## config.mk

```make
export PLATFORM = sky130hd
export DESIGN_NAME = pilot_insert
export DESIGN_NICKNAME = d
export VERILOG_FILES = /design/src/rtl/pilot_insert.sv
export SDC_FILE = /design/constraint.sdc
export NUM_CORES = 1
export LEC_CHECK = 0
export BUFFER_PORTS_ARGS = -buffer_cell sky130_fd_sc_hd__buf_2
export CAP_MARGIN = 15
export CORE_MARGIN = 2
export CORE_UTILIZATION = 25
export DETAILED_ROUTE_END_ITERATION = 8
export GPL_ROUTABILITY_DRIVEN = 0
export GPL_TIMING_DRIVEN = 0
export MAX_ROUTING_LAYER = met4
export SYNTH_ARGS = -nofsm -noshare
export SYNTH_HDL_FRONTEND = slang
export SYNTH_SLANG_ARGS = --single-unit
```

## constraint.sdc

```tcl
create_clock -name clk -period 2.7 [get_ports clk]
set_clock_uncertainty 0.15 [all_clocks]
set_input_delay 0.54 -clock clk [delete_from_list [all_inputs] [get_ports clk]]
set_output_delay 0.54 -clock clk [all_outputs]
set_load 0.05 [all_outputs]
```

## src/rtl/pilot_insert.sv

```systemverilog
// pilot_insert: captures the OPG pilot-polarity sequence once after reset, then
// assembles 64-bin OFDM symbols (48 data, 4 polarity-scaled pilots, 12 nulls)
// in IFFT input order on a valid/ready output stream.
module pilot_insert #(
  parameter int                   DW           = 16,
  parameter logic signed [DW-1:0] PILOT_AMP    = 16'sd8192,
  parameter int                   POL_LEN      = 127,
  parameter int                   POL_START    = 0,
  parameter int                   LOAD_TIMEOUT = 512
) (
  input  logic                 clk,
  input  logic                 rst,
  output logic                 pol_rd_en,
  input  logic                 pol_di,
  input  logic                 pol_di_vld,
  output logic                 load_done,
  input  logic signed [DW-1:0] din_i,
  input  logic signed [DW-1:0] din_q,
  input  logic                 din_vld,
  output logic                 din_rdy,
  output logic signed [DW-1:0] dout_i,
  output logic signed [DW-1:0] dout_q,
  output logic [5:0]           dout_idx,
  output logic                 dout_vld,
  input  logic                 dout_rdy,
  output logic                 dout_sof,
  output logic                 dout_eof
);

  localparam int BCW = $clog2(POL_LEN + 1);
  localparam int PIW = (POL_LEN > 1) ? $clog2(POL_LEN) : 1;
  localparam int TOW = (LOAD_TIMEOUT > 1) ? $clog2(LOAD_TIMEOUT) : 1;

  localparam logic [1:0] S_REQ  = 2'd0;
  localparam logic [1:0] S_WAIT = 2'd1;
  localparam logic [1:0] S_RUN  = 2'd2;

  localparam logic signed [DW-1:0] AMP_POS = PILOT_AMP;
  localparam logic signed [DW-1:0] AMP_NEG = -PILOT_AMP;

  // Per-bin role tables: data bins, pilot bins, and pilots whose base sign is -1.
  logic [63:0] data_map;
  logic [63:0] pilot_map;
  logic [63:0] pneg_map;

  genvar gi;
  generate
    for (gi = 0; gi < 64; gi++) begin : g_bin_map
      localparam bit IS_NULL  = (gi == 0) || ((gi >= 27) && (gi <= 37));
      localparam bit IS_PILOT = (gi == 7) || (gi == 21) || (gi == 43) || (gi == 57);
      localparam bit IS_PNEG  = (gi == 21);
      assign data_map[gi]  = !IS_NULL && !IS_PILOT;
      assign pilot_map[gi] = IS_PILOT;
      assign pneg_map[gi]  = IS_PNEG;
    end
  endgenerate

  logic [1:0]         state_q, state_d;
  logic [BCW-1:0]     bit_cnt_q, bit_cnt_d;
  logic [TOW-1:0]     to_cnt_q, to_cnt_d;
  logic [POL_LEN-1:0] pol_reg_q, pol_reg_d;
  logic               pol_rd_en_q, pol_rd_en_d;
  logic               load_done_q, load_done_d;

  logic [5:0]         bin_q, bin_d;
  logic [PIW-1:0]     pol_idx_q, pol_idx_d;
  logic signed [DW-1:0] dout_i_q, dout_i_d;
  logic signed [DW-1:0] dout_q_q, dout_q_d;
  logic [5:0]         dout_idx_q, dout_idx_d;
  logic               dout_vld_q, dout_vld_d;
  logic               dout_sof_q, dout_sof_d;
  logic               dout_eof_q, dout_eof_d;

  logic run;
  logic out_free;
  logic cur_data;
  logic advance;
  logic pilot_neg;

  // Load FSM: issue a one-cycle request, collect POL_LEN bits, retry on timeout.
  // The timeout counter holds "cycles since the last accepted bit", so the
  // accepting cycle loads 1 and a retry request lands LOAD_TIMEOUT cycles later.
  always_comb begin
    state_d     = state_q;
    bit_cnt_d   = bit_cnt_q;
    to_cnt_d    = to_cnt_q;
    pol_reg_d   = pol_reg_q;
    pol_rd_en_d = 1'b0;
    load_done_d = load_done_q;
    case (state_q)
      S_REQ: begin
        if (pol_rd_en_q) begin
          state_d = S_WAIT;
        end else begin
          pol_rd_en_d = 1'b1;
        end
      end
      S_WAIT: begin
        if (pol_di_vld) begin
          pol_reg_d[bit_cnt_q] = pol_di;
          bit_cnt_d            = bit_cnt_q + BCW'(1);
          to_cnt_d             = TOW'(1);
          if (bit_cnt_d == BCW'(POL_LEN)) begin
            state_d     = S_RUN;
            load_done_d = 1'b1;
          end
        end else if (to_cnt_q == TOW'(LOAD_TIMEOUT - 1)) begin
          bit_cnt_d   = '0;
          to_cnt_d    = '0;
          state_d     = S_REQ;
          pol_rd_en_d = 1'b1;
        end else begin
          to_cnt_d = to_cnt_q + TOW'(1);
        end
      end
      default: ;
    endcase
  end

  // Symbol builder: one bin per advance; data bins wait for din, others never do.
  always_comb begin
    run       = (state_q == S_RUN);
    out_free  = !dout_vld_q || dout_rdy;
    cur_data  = data_map[bin_q];
    din_rdy   = run && cur_data && out_free;
    advance   = run && out_free && (cur_data ? din_vld : 1'b1);
    pilot_neg = pneg_map[bin_q] ^ pol_reg_q[pol_idx_q];

    bin_d      = bin_q;
    pol_idx_d  = pol_idx_q;
    dout_i_d   = dout_i_q;
    dout_q_d   = dout_q_q;
    dout_idx_d = dout_idx_q;
    dout_vld_d = dout_vld_q;
    dout_sof_d = dout_sof_q;
    dout_eof_d = dout_eof_q;

    if (advance) begin
      if (cur_data) begin
        dout_i_d = din_i;
        dout_q_d = din_q;
      end else if (pilot_map[bin_q]) begin
        dout_i_d = pilot_neg ? AMP_NEG : AMP_POS;
        dout_q_d = '0;
      end else begin
        dout_i_d = '0;
        dout_q_d = '0;
      end
      dout_idx_d = bin_q;
      dout_vld_d = 1'b1;
      dout_sof_d = (bin_q == 6'd0);
      dout_eof_d = (bin_q == 6'd63);
      bin_d      = bin_q + 6'd1;
      if (bin_q == 6'd63) begin
        pol_idx_d = (pol_idx_q == PIW'(POL_LEN - 1)) ? '0 : pol_idx_q + PIW'(1);
      end
    end else if (dout_rdy) begin
      dout_vld_d = 1'b0;
    end
  end

  // State registers with synchronous reset.
  always_ff @(posedge clk) begin
    if (rst) begin
      state_q     <= S_REQ;
      bit_cnt_q   <= '0;
      to_cnt_q    <= '0;
      pol_reg_q   <= '0;
      pol_rd_en_q <= 1'b0;
      load_done_q <= 1'b0;
      bin_q       <= '0;
      pol_idx_q   <= PIW'(POL_START);
      dout_i_q    <= '0;
      dout_q_q    <= '0;
      dout_idx_q  <= '0;
      dout_vld_q  <= 1'b0;
      dout_sof_q  <= 1'b0;
      dout_eof_q  <= 1'b0;
    end else begin
      state_q     <= state_d;
      bit_cnt_q   <= bit_cnt_d;
      to_cnt_q    <= to_cnt_d;
      pol_reg_q   <= pol_reg_d;
      pol_rd_en_q <= pol_rd_en_d;
      load_done_q <= load_done_d;
      bin_q       <= bin_d;
      pol_idx_q   <= pol_idx_d;
      dout_i_q    <= dout_i_d;
      dout_q_q    <= dout_q_d;
      dout_idx_q  <= dout_idx_d;
      dout_vld_q  <= dout_vld_d;
      dout_sof_q  <= dout_sof_d;
      dout_eof_q  <= dout_eof_d;
    end
  end

  assign pol_rd_en = pol_rd_en_q;
  assign load_done = load_done_q;
  assign dout_i    = dout_i_q;
  assign dout_q    = dout_q_q;
  assign dout_idx  = dout_idx_q;
  assign dout_vld  = dout_vld_q;
  assign dout_sof  = dout_sof_q;
  assign dout_eof  = dout_eof_q;

endmodule

```

==> qor.yml, run 1 <==
detail_route.first_pass.iterations: 6
worst-slew-pin-transition_ns: 1.00
rows: 71
cts_max_path_buffers: 3
net_count_after_synthesis: 1180
placeableCoreArea_sq_um: 37700
critPathRequiredTime_ns: 2.94
finalCriticalPeriod_ns: 2.70
grt_first_pass_wirelength_microns: 49400
grt_remaining_overflow: 0
final_antenna_net_count: 0
syn_to_final_growth_pct: 20.4
syn-instance-count: 1134
grt_pass1_vias: 8849
reg2reg_slack_ns: -0.003
finalNonFillerCells: 1764
layout.nets: 1285
fp.dieW_microns: 199
cts_root_buffer: "sky130_fd_sc_hd__clkbuf_16"
dpl.cell_count: 1724
global_route.usage.total_pct: 16.2
clock-sinks: 204
synth_ff_type: "sky130_fd_sc_hd__dfxtp_1"
chipHeight_microns: 199
syn-cell-area_sq_um: 9540
failed_checks: "setup timing"
pre_cts_ws_ns: -0.298
finalHoldViolations: 0
wl_per_cell_microns: 18.0
synth_largest_area_cell: "sky130_fd_sc_hd__dfxtp_1"
timing.max_slew.rel_slack_pct: 32.6
yosysSeqAreaShare_pct: 42.8
synth_most_common_cell: "sky130_fd_sc_hd__dfxtp_1"
synth_cell_type_count: 60
drt_iter0_markers: 1016
leakagePower_nw: 3.91
grt_max_degree: 14
final.fill_count: 4058
vdd_drop_max_mv: 0.390
yosys-top-cells-count: "sky130_fd_sc_hd__dfxtp_1 (204), sky130_fd_sc_hd__a21oi_1 (146), sky130_fd_sc_hd__nand3_1 (133), sky130_fd_sc_hd__o21ai_0 (124), sky130_fd_sc_hd__nand2_1 (86)"
routed_wirelength_microns: 31700
path_max_fanout: 10
finish.utilization_pct: 30.5
crit_buf_inv: 2
worst_setup_path_end_kind: "flop"
drc_errors: 0
final_critical_path_setup_slack_ns: -0.00349
finish_stage_setup_viols: 1
num_vias: 9395
status: "complete, but fails checks"
worst-endpoint-arrival_ns: 2.95
crit_type: "flop to flop"
yosys-top-cells-area: "sky130_fd_sc_hd__dfxtp_1 (43%), sky130_fd_sc_hd__a21oi_1 (7.7%), sky130_fd_sc_hd__nand3_1 (7.0%)"
synth-warning-count: 0
hold_class: "input pin to flop"
detailroute.wirelength.met2_microns: 14100
synth_seq_cells: 204
critical-path-top-delay-family: "compound AO/OA/AOI/OAI gates"
cts-htree-levels: 1
worst_setup_path_start_kind: "flop"
num_antenna_cells: 0
maxUsedRoutingLayer: "met4"
drt-vias-per-instance: 5.33
finalCritPeriodShare_pct: 100
finalPower_mw: 6.59
cellPowerDensity_nw_per_um2: 573
clock_latency_ns: 0.52
dieArea_sq_um: 39700
slew_viol_final: 0
cts_buffers: 23
yosys.area.top_type_share_pct: 42.8
cells_traversed_along_the_worst_timing_path: "buf_4 > buf_2 > nand3_2 > o221ai_1 > a21oi_1 > o21a_1 > o311ai_4 > mux2i_1 > nand2_1"
drv_cap: 0
cts_hold_buf: 0
detailed_place.area_sq_um: 10600
area_used_by_multi_input_combinational_logic_sq_um: 5060
synthArstFlopShare_pct: 0
syn_avg_cell_area_sq_um: 8.41
cts_tree: "built"
slowest_stage: "sky130_fd_sc_hd__o311ai_4"
antenna_violations_before_repair: 0
hpwl_microns: 22300
clk_pin_slew_worst_paths_ns: 0.06
io_buffers: 79
fmaxAchievable_ghz: 0.370
dr_wl_met3_microns: 2870
wl_met1_microns: 13600
layout.cell_area.non_filler_sq_um: 11500
start_util_pct: 25.3
synth_enable_flop_cells: 0
num_io_pins: 82
layout.area.seq_sq_um: 4080
cpPeakStageDelay_ns: 0.45
final_layout_size_suffix_gt1_share_pct: 14.5
-- routing by layer --
metal  global-route usage, %  vias to the layer above
met5                       -                        -
met4                    5.76                        0
met3                    2.82                       90
met2                    25.1                      500
met1                    21.2                     4491
li1                        -                     4314
-- layout by cell type, fill, tap and decap left out, types with 11 or more instances in the layout --
cell,n
sky130_fd_sc_hd__a21oi_1,146
sky130_fd_sc_hd__a22oi_1,34
sky130_fd_sc_hd__buf_2,93
sky130_fd_sc_hd__clkbuf_1,59
sky130_fd_sc_hd__clkbuf_16,23
sky130_fd_sc_hd__clkbuf_2,12
sky130_fd_sc_hd__dfxtp_1,204
sky130_fd_sc_hd__inv_1,12
sky130_fd_sc_hd__mux2i_1,28
sky130_fd_sc_hd__mux4_1,11
sky130_fd_sc_hd__mux4_2,13
sky130_fd_sc_hd__nand2_1,86
sky130_fd_sc_hd__nand2b_1,12
sky130_fd_sc_hd__nand3_1,132
sky130_fd_sc_hd__nor2_1,81
sky130_fd_sc_hd__nor2b_1,13
sky130_fd_sc_hd__nor3_1,16
sky130_fd_sc_hd__o21ai_0,124
-- worst paths after layout --
| kind | start | endpoint | depth (start not counted) |
|---|---|---|---|
| min | din_q[12] | dout_q[12] | 3 |
| max reg2reg | pol_idx_q[1] | dout_i[15] | 9 |
| max | pol_idx_q[1] | dout_i[15] | 9 |
| min reg2reg | dout_eof | dout_eof | 2 |
-- kinds of logic after synthesis --
kind of cell | after synthesis | share of synthesized area (%)
AOI/OAI and AO/OA | 344 | 20.2
xor gates and xnor gates | 16 | 1.47
adders and majority gates | 8 | 1.05
buffers and inverters | 109 | 5.02
DFF | 204 | 42.8
muxes | 54 | 9.26
and+or+nand+nor | 399 | 20.2
-- worst register-to-register path, delay by kind of cell, from the launching register on --
family / cells / cell delay [ns]
buf+inv: 2 / 0.59
simple gates: 2 / 0.34
mux: 1 / 0.25
flops: 1 / 0.36
compound gates: 4 / 0.93
-- registers in the layout, indices dropped and copies added, names as in the netlist, named ones only --
register   flops
bin_q          6
dout_q        16
pol_reg_q    127
to_cnt_q       9
cur_data       1
dout_vld       1
state_q        2
load_done      1
pol_rd_en      1
dout_idx       6
bit_cnt_q      7
dout_i        16
dout_eof       1
pol_idx_q      7
dout_sof       1
-- power by group --
part           switching (mW)  internal (mW)  total, mW
combinational           0.170         0.0568      0.227
sequential            0.00681           3.02       3.02
clock                    1.28           2.05       3.34
total                    1.46           5.13       6.59
-- repair_timing --
item                       CTS  global route
pin swaps                    1             0
setup buffers                1             0
resized for setup            9            30
setup endpoints to repair   45            73
-- area by class of cell --
type,count,area share [%]
Multi-Input combinational cell,821,44.1
Sequential cell,204,35.6
Clock buffer,32,5.65
Tap cell,511,5.57
Buffer,95,3.91
Timing Repair Buffer,81,3.55
Clock inverter,7,1.24
Inverter,13,0.425
-- metrics by stage --
stage | hold slack, ns | setup TNS (ns)
after floorplan | 0.282 | 0
final | 0.118 | -0.00349
after global routing | 0.129 | -0.0220
after CTS | 0.104 | 0
after detailed placement | 0.304 | -11.82
after global placement | 0.297 | -12.85
Note: power is estimated with default switching activity, not from simulation.
==> run 2: changes to the inputs <==
CTS_BUF_LIST = sky130_fd_sc_hd__clkbuf_4 sky130_fd_sc_hd__clkbuf_8   (was default)
==> run 2 against run 1 <==
The flow now finishes without violations. Design area shrank 0.61%. Die area unchanged. Critical path depth did not move. Critical endpoint unchanged. Setup slack improved by 0.076 ns. Count of clock-buffer cells in the layout rose by 24. Highest routed layer unchanged. Largest cell class unchanged.
==> qor.yml, run 2 (synthesis gave the netlist of run 1 again) <==
status: "completed"  # was complete, but fails checks
finalNonFillerCells: 1782  # was 1764
syn_to_final_growth_pct: 19.6  # was 20.4%
routed_wirelength_microns: 32100  # was 31700 microns
hpwl_microns: 22300  # unchanged
cts_root_buffer: "sky130_fd_sc_hd__clkbuf_8"  # was sky130_fd_sc_hd__clkbuf_16
leakagePower_nw: 3.90  # was 3.91 nW
drc_errors: 0  # unchanged
global_route.usage.total_pct: 16.4  # was 16.2%
num_io_pins: 82  # unchanged
timing.max_slew.rel_slack_pct: 21.4  # was 32.6%
slew_viol_final: 0  # unchanged
layout.nets: 1297  # was 1285
dieArea_sq_um: 39700  # unchanged
vdd_drop_max_mv: 0.305  # was 0.390 mV
final_antenna_net_count: 0  # unchanged
grt_remaining_overflow: 0  # unchanged
rows: 71  # unchanged
grt_pass1_vias: 9063  # was 8849
most_frequent_standard_cell_in_the_layout_excluding_fill_and_tap_cells: "sky130_fd_sc_hd__dfxtp_1"  # unchanged
final_layout_size_suffix_gt1_share_pct: 16.3  # was 14.5%
hold_class: "input pin to flop"  # unchanged
finalCriticalPeriod_ns: 2.63  # was 2.70 ns
dpl.cell_count: 1724  # unchanged
io_buffers: 79  # unchanged
cts_max_path_buffers: 3  # unchanged
num_antenna_cells: 0  # unchanged
fmaxAchievable_ghz: 0.381  # was 0.370 GHz
finish_stage_setup_viols: 0  # was 1
drt_iter0_markers: 1034  # was 1016
cts-htree-levels: 2  # was 1
clock-sinks: 204  # unchanged
path_max_fanout: 10  # unchanged
worst_setup_path_start_kind: "flop"  # unchanged
clk_pin_slew_worst_paths_ns: 0.06  # about the same
finalCritPeriodShare_pct: 97.3  # was 100%
cts_tree: "built"  # unchanged
crit_type: "flop to flop"  # unchanged
finalHoldViolations: 0  # unchanged
grt_first_pass_wirelength_microns: 49900  # was 49400 microns
clock_latency_ns: 0.53  # was 0.52 ns
worst_hold_path.num_cells: 3  # unchanged
critPathRequiredTime_ns: 2.96  # was 2.94 ns
final.fill_count: 4085  # was 4058
chipHeight_microns: 199  # unchanged
cts_buffers: 36  # was 23
fp.dieW_microns: 199  # unchanged
drt-vias-per-instance: 5.30  # was 5.33
r2r_cells: 9  # unchanged
largest_register_ffs: 127  # unchanged
antenna_violations_before_repair: 0  # unchanged
layout_common_cells: "sky130_fd_sc_hd__dfxtp_1 (204), sky130_fd_sc_hd__a21oi_1 (146), sky130_fd_sc_hd__nand3_1 (132)"  # unchanged
grt_max_degree: 11  # was 14
finish.utilization_pct: 30.3  # was 30.5%
drv_cap: 0  # unchanged
detail_route.first_pass.iterations: 6  # unchanged
placeableCoreArea_sq_um: 37700  # unchanged
cellPowerDensity_nw_per_um2: 541  # was 573 nW/um^2
wl_per_cell_microns: 18.0  # about the same
worst_setup_path_end_kind: "flop"  # unchanged
num_vias: 9450  # was 9395
start_util_pct: 25.3  # unchanged
worst-endpoint-arrival_ns: 2.89  # was 2.95 ns
max_flop_register: "pol_reg_q"  # unchanged
worst-slew-pin-transition_ns: 1.17  # was 1.00 ns
-- run 2: power breakdown --
part	internal, mW	total [mW]	switching (mW)
clock network	1.63	2.92	1.29
registers	3.02	3.03	0.00680
logic	0.0573	0.227	0.170
-- run 2: area by class of cell --
type                       count  area (sq um)  share of cell area [%]
multi-input combinational    821          5070                    44.4
sequential                   204          4080                    35.8
clock buffer                  56           696                    6.09
tap                          511           639                    5.60
buffer                        95           455                    3.99
timing repair buffer          80           403                    3.53
inverter                      13          48.8                   0.427
clock inverter                 2          17.5                   0.153
-- run 2: worst max-delay path: stages, from the launching register on --
cell and delay, ns:
sky130_fd_sc_hd__dfxtp_1 0.34, sky130_fd_sc_hd__buf_6 0.21, sky130_fd_sc_hd__buf_6 0.23, sky130_fd_sc_hd__mux4_1 0.62
sky130_fd_sc_hd__a22oi_1 0.16, sky130_fd_sc_hd__a31oi_1 0.11, sky130_fd_sc_hd__a31oi_2 0.21, sky130_fd_sc_hd__o311ai_4 0.20
sky130_fd_sc_hd__mux2i_1 0.21, sky130_fd_sc_hd__nand2_1 0.07
-- run 2: what timing repair did --
item	CTS	global route
resized for setup	9	34
hold buffers	0	0
gates cloned	0	0
buffers inserted	1	0
pin swaps	1	2
endpoints found under the setup margin	46	81
-- run 2: per-stage QoR --
| stage | power [mW] | hold WS, ns | setup WS, ns | instance area [sq um] | setup TNS, ns |
|---|---|---|---|---|---|
| after floorplan | 3.22 | 0.282 | 0.188 | 9540 | 0 |
| after global placement | 3.31 | 0.297 | -0.300 | 10600 | -12.85 |
| after detailed placement | 3.31 | 0.304 | -0.298 | 10600 | -11.82 |
| after CTS | 6.19 | 0.0795 | 0.00194 | 11300 | 0 |
| after global routing | 6.35 | 0.106 | -0.00663 | 11400 | -0.0106 |
| final | 6.17 | 0.0956 | 0.0729 | 11400 | 0 |
-- run 2: final timing paths --
check | startpoint | endpoint | slack (ns)
setup / recovery | pol_idx_q[0] | dout_i[15] | 0.07
hold / removal | din_q[12] | dout_q[12] | 0.1
setup reg to reg | pol_idx_q[0] | dout_i[15] | 0.07
hold reg to reg | dout_eof | dout_eof | 0.31
-- run 2: layer usage --
layer  up-vias  wire, microns  GRT usage, %  share of wire, %
li1       4341              -             -                 -
met2       473          14200          25.4                44
met1      4537          14000          21.0                44
met3        99           2790          3.51               8.7
met4         0           1080          6.04               3.4
met5         -              0             -                 0
